**src/rtl/game_sequencer.sv**
```systemverilog
// Game controller for the pipe game: synchronizes frame/flap inputs, sequences
// IDLE/PLAYING/DYING/GAMEOVER, detects collisions per frame and keeps scores.
module game_sequencer #(
  parameter int BIRD_X     = 550,
  parameter int BIRD_W     = 40,
  parameter int BIRD_H     = 30,
  parameter int PIPE_W     = 60,
  parameter int FLOOR_Y    = 450,
  parameter int DIE_FRAMES = 60,
  parameter int SCORE_MAX  = 999
) (
  input  logic       CLOCK,
  input  logic       reset,
  input  logic       frameIn,
  input  logic       flapIn,
  input  logic [9:0] birdY,
  input  logic [9:0] pipeX,
  input  logic [9:0] gapTop,
  input  logic [9:0] gapBottom,
  output logic       run,
  output logic [1:0] state,
  output logic [9:0] score,
  output logic [9:0] highScore,
  output logic       birdHide,
  output logic       flapPulse
);

  // dieCnt[3] drives the blink, so the counter never narrows below 4 bits.
  localparam int DW = ($clog2(DIE_FRAMES) < 4) ? 4 : $clog2(DIE_FRAMES);

  typedef enum logic [1:0] {
    IDLE     = 2'd0,
    PLAYING  = 2'd1,
    DYING    = 2'd2,
    GAMEOVER = 2'd3
  } state_t;

  state_t          cur_state, nxt_state;
  logic [2:0]      frame_sr, flap_sr;
  logic            tick, flap;
  logic [9:0]      score_q, score_d, high_q, high_d;
  logic            passed_q, passed_d, hide_q, hide_d;
  logic [DW-1:0]   die_q, die_d;
  logic [10:0]     by, px, gt, gb;
  logic            h_overlap, hit, pass_ok, wrapped;

  // Two synchronizer stages, a history stage, then a registered edge strobe.
  // NOTE: sequential state uses <= so every register samples pre-edge values.
  always_ff @(posedge CLOCK or negedge reset) begin
    if (!reset) begin
      frame_sr <= '0;
      flap_sr  <= '0;
      tick     <= 1'b0;
      flap     <= 1'b0;
    end else begin
      frame_sr <= {frame_sr[1:0], frameIn};
      flap_sr  <= {flap_sr[1:0], flapIn};
      tick     <= frame_sr[1] & ~frame_sr[2];
      flap     <= flap_sr[1] & ~flap_sr[2];
    end
  end

  // 11-bit operands so pipe/bird sums never wrap.
  assign by = {1'b0, birdY};
  assign px = {1'b0, pipeX};
  assign gt = {1'b0, gapTop};
  assign gb = {1'b0, gapBottom};

  assign h_overlap = (px < 11'(BIRD_X + BIRD_W)) && (px + 11'(PIPE_W) > 11'(BIRD_X));
  assign hit       = (h_overlap && ((by < gt) || (by + 11'(BIRD_H - 1) > gb)))
                   || (by + 11'(BIRD_H) >= 11'(FLOOR_Y));
  assign pass_ok   = (px + 11'(PIPE_W) <= 11'(BIRD_X));
  assign wrapped   = (px >= 11'(BIRD_X));

  always_ff @(posedge CLOCK or negedge reset) begin
    if (!reset) cur_state <= IDLE;
    else        cur_state <= nxt_state;
  end

  // NOTE: every output of this block gets a default first, so no latches.
  always_comb begin
    nxt_state = cur_state;
    score_d   = score_q;
    high_d    = high_q;
    passed_d  = passed_q;
    hide_d    = hide_q;
    die_d     = die_q;
    flapPulse = 1'b0;
    case (cur_state)
      IDLE: begin
        if (flap) begin
          flapPulse = 1'b1;
          score_d   = '0;
          passed_d  = 1'b0;
          nxt_state = PLAYING;
        end
      end
      PLAYING: begin
        flapPulse = flap;
        if (tick) begin
          if (hit) begin
            nxt_state = DYING;
            die_d     = '0;
            hide_d    = 1'b0;
          end else if (pass_ok && !passed_q) begin
            score_d  = (score_q >= 10'(SCORE_MAX)) ? 10'(SCORE_MAX) : score_q + 10'd1;
            passed_d = 1'b1;
          end
          if (wrapped) passed_d = 1'b0;
        end
      end
      DYING: begin
        if (tick) begin
          if (die_q == DW'(DIE_FRAMES - 1)) begin
            nxt_state = GAMEOVER;
            hide_d    = 1'b0;
            die_d     = '0;
            if (score_q > high_q) high_d = score_q;
          end else begin
            die_d  = die_q + DW'(1);
            hide_d = die_d[3];
          end
        end
      end
      GAMEOVER: begin
        if (flap) nxt_state = IDLE;
      end
      default: nxt_state = IDLE;
    endcase
  end

  always_ff @(posedge CLOCK or negedge reset) begin
    if (!reset) begin
      score_q  <= '0;
      high_q   <= '0;
      passed_q <= 1'b0;
      hide_q   <= 1'b0;
      die_q    <= '0;
    end else begin
      score_q  <= score_d;
      high_q   <= high_d;
      passed_q <= passed_d;
      hide_q   <= hide_d;
      die_q    <= die_d;
    end
  end

  assign run       = (cur_state == PLAYING);
  assign state     = cur_state;
  assign score     = score_q;
  assign highScore = high_q;
  assign birdHide  = hide_q;

endmodule

```
**config.mk**
```make
export PLATFORM = sky130hd
export DESIGN_NAME = game_sequencer
export DESIGN_NICKNAME = d
export VERILOG_FILES = /design/src/rtl/game_sequencer.sv
export SDC_FILE = /design/constraint.sdc
export NUM_CORES = 1
export LEC_CHECK = 0
export BUFFER_PORTS_ARGS = -buffer_cell sky130_fd_sc_hd__buf_2
export CORE_ASPECT_RATIO = 0.75
export CORE_MARGIN = 3
export CORE_UTILIZATION = 56
export CTS_CLUSTER_DIAMETER = 30
export DETAILED_ROUTE_END_ITERATION = 6
export HOLD_SLACK_MARGIN = 0.15
export PLACE_DENSITY = 0.91
export SLEW_MARGIN = 5
export SYNTH_ARGS = -nofsm -noshare
export SYNTH_HDL_FRONTEND = slang
export SYNTH_SLANG_ARGS = --single-unit
```
**constraint.sdc**
```tcl
create_clock -name CLOCK -period 2.5 [get_ports CLOCK]
set_input_delay 0.375 -clock CLOCK [delete_from_list [all_inputs] [get_ports CLOCK]]
set_output_delay 0.375 -clock CLOCK [all_outputs]
set_load 0.01 [all_outputs]
```
; ---- After elaboration in Yosys (flattened, before gate mapping)
; Index checks and enable logic that the tools add are counted.
[word_totals]
register_bits = 38
out_inout_bits = 25
[op_classes]
add_sub_neg = 5
magnitude_cmp = 9
n_eq_ne = 14
n_mux = 31
bitwise = 4
reduce_logical = 14
[ops]
columns = op, n
row1 = 2-to-1 mux 10 bit, 5
row2 = 2-to-1 mux 6 bit, 4
row3 = "adder 10 x 5 -> 11 bit, second input constant", 2
row4 = "greater-or-equal comparator 10 bit, second input constant", 2
row5 = one-hot mux 10 bit (2 select lines), 1
row6 = 2-to-1 mux 2 bit, 6
row7 = one-hot mux 6 bit (2 select lines), 1
row8 = "adder 10 x 6 -> 11 bit, second input constant", 1
row9 = "greater-or-equal comparator 11 x 9 -> 1 bit, second input constant", 1
row10 = > comparator 11 x 10 -> 1 bit, 1
row11 = "> comparator 11 x 10 -> 1 bit, second input constant", 1
row12 = "less-or-equal comparator 11 x 10 -> 1 bit, second input constant", 1
row13 = "adder 10 x 1 -> 10 bit, second input constant", 1
row14 = > comparator 10 bit, 1
row15 = < comparator 10 bit, 1
row16 = "< comparator 10 bit, second input constant", 1
row17 = 2-to-1 mux 1 bit, 10
row18 = "inequality test 2 bit, second input constant", 5
row19 = AND reduction 5 bit, 2
row20 = one-hot mux 2 bit (4 select lines), 1
row21 = AND reduction 4 bit, 2
row22 = "adder 6 x 1 -> 6 bit, second input constant", 1
row23 = "== test 6 bit, second input constant", 1
row24 = "inequality test 2 x 1 -> 1 bit, second input constant", 3
row25 = 13 further kinds, 22

; ---- Depth between registers and ports, before layout
[logic_depth]
depth_word = 9
mapped_depth = 15
ltp_nobuf = 14

; ---- Worst setup path after synthesis
; No wires, ideal clock.
[synth_path]
path_kind = input -> register
start = input birdY[2]
end = register die_q[0]
arrival_ns = 3.179
setup_slack_ns = -0.807
stages = 15
cell_sequence = buf_2 inv_1 ha_1 a21oi_1 a21oi_1 nand3_1 xnor2_1 ha_1 a211oi_1 nand2_1 o311a_1 a211oi_1 o311ai_4 nand2_2 mux2_1
[synth_via]
elab_chain_len = 7
[synth_lines]
columns = item, line_no
row1 = start: declaration, 16  ; input logic [9:0] birdY,
row2 = adder 10 x 5 -> 11 bit, 70  ; assign hit = (h_overlap && ((by < gt) || (by + 11'(BIRD_H - 1) > gb)))
row3 = > comparator 11 x 10 -> 1 bit, 70
row4 = logical OR 1 bit, 70
row5 = logical AND 1 bit, 70
row6 = logical OR 1 bit *, 71  ; || (by + 11'(BIRD_H) >= 11'(FLOOR_Y));
row7 = inequality test 2 x 1 -> 1 bit (no source line) *, -
row8 = AND reduction 4 bit (no source line) *, -
row9 = end signal: assignment, 144  ; die_q <= die_d;
row10 = end: declaration, 43  ; logic [DW-1:0] die_q, die_d;
; Mark *: on every way between the ends. The rest lies on a longest branch, timed or not.
; A chain may end at the register's enable or synchronous reset.

; ---- Worst setup path in the final report
[layout_path]
start = input birdY[1]
end = register score_q[7] (netlist: score[7])
[layout_via]
elab_chain_len = 7
[layout_lines]
columns = item, line_no
row1 = adder 10 x 5 -> 11 bit, 70
row2 = > comparator 11 x 10 -> 1 bit, 70
row3 = logical OR 1 bit, 70
row4 = logical AND 1 bit, 70
row5 = logical OR 1 bit *, 71
row6 = inequality test 2 bit (no source line) *, -
row7 = AND reduction 5 bit (no source line) *, -
row8 = end signal: assignment, 140  ; score_q <= score_d;
row9 = end: declaration, 41  ; logic [9:0] score_q, score_d, high_q, high_d;
; Marked as above.

==> summary.md <==
| Metric | Value |
|---|---|
| Seq/Total Area, Yosys | 0.269 |
| Commonest non-fill, non-tap cell in the layout | buf_2 |
| CTS root buf | clkbuf_8 |
| Worst skew pair latency | 0.31 ns |
| Shortest period the worst path allows | 3.07 ns |
| Syn avg cell area | 8.71 um^2 |
| Max-slew headroom | 0.418 |
| Die area | 0.00713 mm^2 |
| H-tree depth | 2 |
| Register area | 926 um^2 |
| Critical Path Source | birdY[1] |
| Clock sink count | 37 |
| Final core occ | 0.797 |
| First-pass GRT wire length | 19.4 mm |
| Maximum Capacitance Violations | 0 |
| Outcome | finished, violations left |
| Final Hold Vio Count | 0 |
| Global-route met1 utilization | 0.447 |
| Post-synth EDFFs | 0 |
| Post-synth cell types | 76 |
| Initial antenna violation count | 0 |
| Final worst-path cycle share | 1.23 |
| Crit path DAT | 3.24 ns |
| Number of vias per cell | 7.04 |
| Fmax | 325 MHz |
| FF-to-FF Start | score[0] |
| RSZ-0062 raised after global routing | yes |
| Final slew viol count | 0 |
| Net count, final | 611 |
| Detailed placement HPWL | 7.94 mm |
| Horiz. Die Dim | 96.5 um |
| Power, Total | 3040 uW |
| Multi-input logic area | 0.00249 mm^2 |
| CP most frequent cell | buf_6 |
| Total Wirelength | 14.1 mm |
| Setup ws final | -0.573 ns |
| Routing usage on met2 | 0.557 |
| Layout Area Growth over Synthesis | 36.3% |
| CP max stage delay | 0.57 ns |
| Max VDD drop | 404 uV |
| Crit. End Element | flop |
| # rows | 24 |
| Worst Hold Class | input pin to async pin |
| Io pins | 69 |
| Die Span Y | 73.9 um |
| Fin area | 0.00469 mm^2 |
| Most used DFF post-synth | dfrtp_1 |
| Layout cells sized above 1 | 0.366 |
| Final clock skew | 0.0179 ns |
| Vias | 4240 |
| FF-to-FF End | highScore[2] |
| Worst setup path category | input pin to flop |
| Worst path required time | 2.67 ns |
| Slowest library cell on the worst path | or4_4 |
| Cell Area, Synth | 0.00344 mm^2 |
| Mean routed wirelength per cell | 23.4 um |
| Seq cells post-synth | 37 |
| Critical-path cell list | buf_6 -> buf_6 -> buf_4 -> buf_6 -> inv_4 -> ha_4 -> or3_4 -> or4_4 -> o311a_4 -> a22oi_4 -> buf_12 -> nand4b_4 -> buf_6 -> o41ai_2 -> nor2_1 |
| Worst slew pin tran | 0.873 ns |
| Drt first pass iters | 7 |
| Diodes inserted | 0 |
| Total CTS buffers | 5 |
| Starting DRT DRC Count | 612 |
| Clk slew on worst S/H paths | 0.09 ns |
| Crit path buf inv count | 7 |
| Post-Place Setup Slack | -0.848 ns |
| DRT antenna net count | 0 |
| Fillcell total | 334 |
| Synthesis Warnings | 0 |
| Gp weighted congestion | 0.913 |
| Grt ovf | 0 |
| Worst reg-to-reg path cell count | 9 |
| Worst setup path end | score[7] |
| Violated checks | design-rule violations, negative setup slack |
| Mapped Nets | 482 |
| CTS hold repair buffers | 0 |
| CTS tree | yes |
| All-Layer GR Usage | 0.348 |
| Starting Density | 0.584 |
| Critical path's top delay family | simple AND/OR/NAND/NOR gates |
| Core area | 0.00589 mm^2 |
| Most frequent cells in the layout | buf_2, buf_4, inv_1, ha_1, dfrtp_1 |
| Largest net degree at the start of global routing | 38 |
| Worst-path maximum fanout | 6 |
| Power per Cell Area | 647 mW/mm^2 |
| PortBufs | 68 |
| GRT met3 Usage | 0.0901 |
| Placed cell area | 0.00427 mm^2 |
| Leakage | 0.00227 uW |
| Worst-case clock buffer depth | 2 |
| Cells after Synth | 395 |
| Ys async rst share | 1.00 |
| Detailed-route DRC error count | 22 |
| GRT busiest layer | met2 |
| Vias in the first global route | 3891 |
| Reg-to-reg slack, setup | 0.02 ns |
| Final setup fails | 19 |
| CP Launch Type | input pin |
| Stages on the worst setup path | 15 |
==> final cells by class <==
cell class | count | share of cell area
flip-flops and latches | 37 | 0.197
well taps | 78 | 0.0208
clock inverters | 2 | 0.00747
clock buffers | 5 | 0.0147
repair buffers | 133 | 0.192
multi-input cells | 304 | 0.531
inverters | 43 | 0.0366
==> layer usage <==
| metal | vias up | share of wire |
|---|---|---|
| met2 | 430 | 0.43 |
| li1 | 1728 | - |
| met4 | 0 | 0.077 |
| met1 | 1932 | 0.36 |
| met5 | - | 0 |
| met3 | 150 | 0.13 |
==> metrics by stage <==
stage,hold WS [ns],cells,TNS [ns]
2_1_floorplan,0.0794,395,-2.98
3_3_place_gp,0.332,582,-9.04
3_5_place_dp,0.337,582,-11.15
4_1_cts,0.193,598,-3.69
5_1_grt,0.188,602,-9.00
6_report,0.170,602,-7.85
==> registers in the layout, summed over array words and instances, names as in the netlist <==
| register | count |
|---|---|
| highScore | 10 |
| score | 10 |
| die_q | 6 |
| flap_sr | 3 |
| frame_sr | 3 |
| state | 2 |
| flap | 1 |
| passed_q | 1 |
| tick | 1 |
==> worst min-delay path by stage <==
stage                          start          to  slack (ns)  cells after the start
final                          reset        flap        0.17                      1
after global routing          flapIn  flap_sr[0]        0.19                      1
after CTS                      reset    state[1]        0.19                      1
after detailed placement  flap_sr[0]  flap_sr[1]        0.34                      0
after global placement    flap_sr[0]  flap_sr[1]        0.33                      0
after floorplan                reset    die_q[0]        0.08                      0
==> logic make-up (layout without fill, tap and decap cells) <==
family,count (synthesis),in the layout,share of synthesized area
adders and majority gates,43,43,0.156
xor gates and xnor gates,8,8,0.0204
muxes,3,3,0.0105
DFF,37,37,0.269
AOI/OAI and AO/OA,110,110,0.258
and+or+nand+nor,139,140,0.217
buffers and inverters,55,183,0.0684
==> power by group <==
part | leakage (uW) | switching [uW] | internal, uW
sequential | 0.000493 | 85.1 | 675
clock | 0.0000540 | 246 | 291
combinational | 0.00172 | 1040 | 695
==> worst reg2reg max path: cells and delay by family (launching register included) <==
kind	cells	cell delay, ns
DFF	1	0.45
and+or+nand+nor	2	0.49
buffers and inverters	1	0.24
AOI/OAI and AO/OA	5	0.97
adders and majority gates	1	0.21
==> synthesized netlist by cell type, types with 3 or more instances <==
cell type,n,area (um^2)
and2_1,3,18.8
nor3b_1,3,22.5
nand2_1,35,131
or2_2,3,18.8
dfrtp_1,37,926
a22oi_1,11,82.6
o21a_1,5,37.5
clkbuf_1,3,11.3
nand4_1,8,50.1
nand2b_1,3,18.8
a211oi_1,5,37.5
inv_1,43,161
xnor2_1,5,43.8
a41oi_1,3,26.3
o21ai_0,11,55.1
a21oi_1,10,50.1
o41ai_1,3,26.3
buf_6,3,33.8
nor2_1,29,109
and3_1,7,43.8
or3_1,3,18.8
nor2b_1,6,37.5
ha_1,43,538
nor4_1,3,18.8
buf_1,3,11.3
o211ai_1,25,188
nor3_1,13,65.1
a2111oi_0,3,26.3
xor2_1,3,26.3
nand3_1,9,45.0
==> repair_timing <==
item,CTS,global route
gates cloned,1,0
gates resized for setup,16,27
pin swaps,19,23
setup buffers,8,4
endpoints found under the setup margin,18,20
Note: power is estimated with default switching activity, not from simulation.
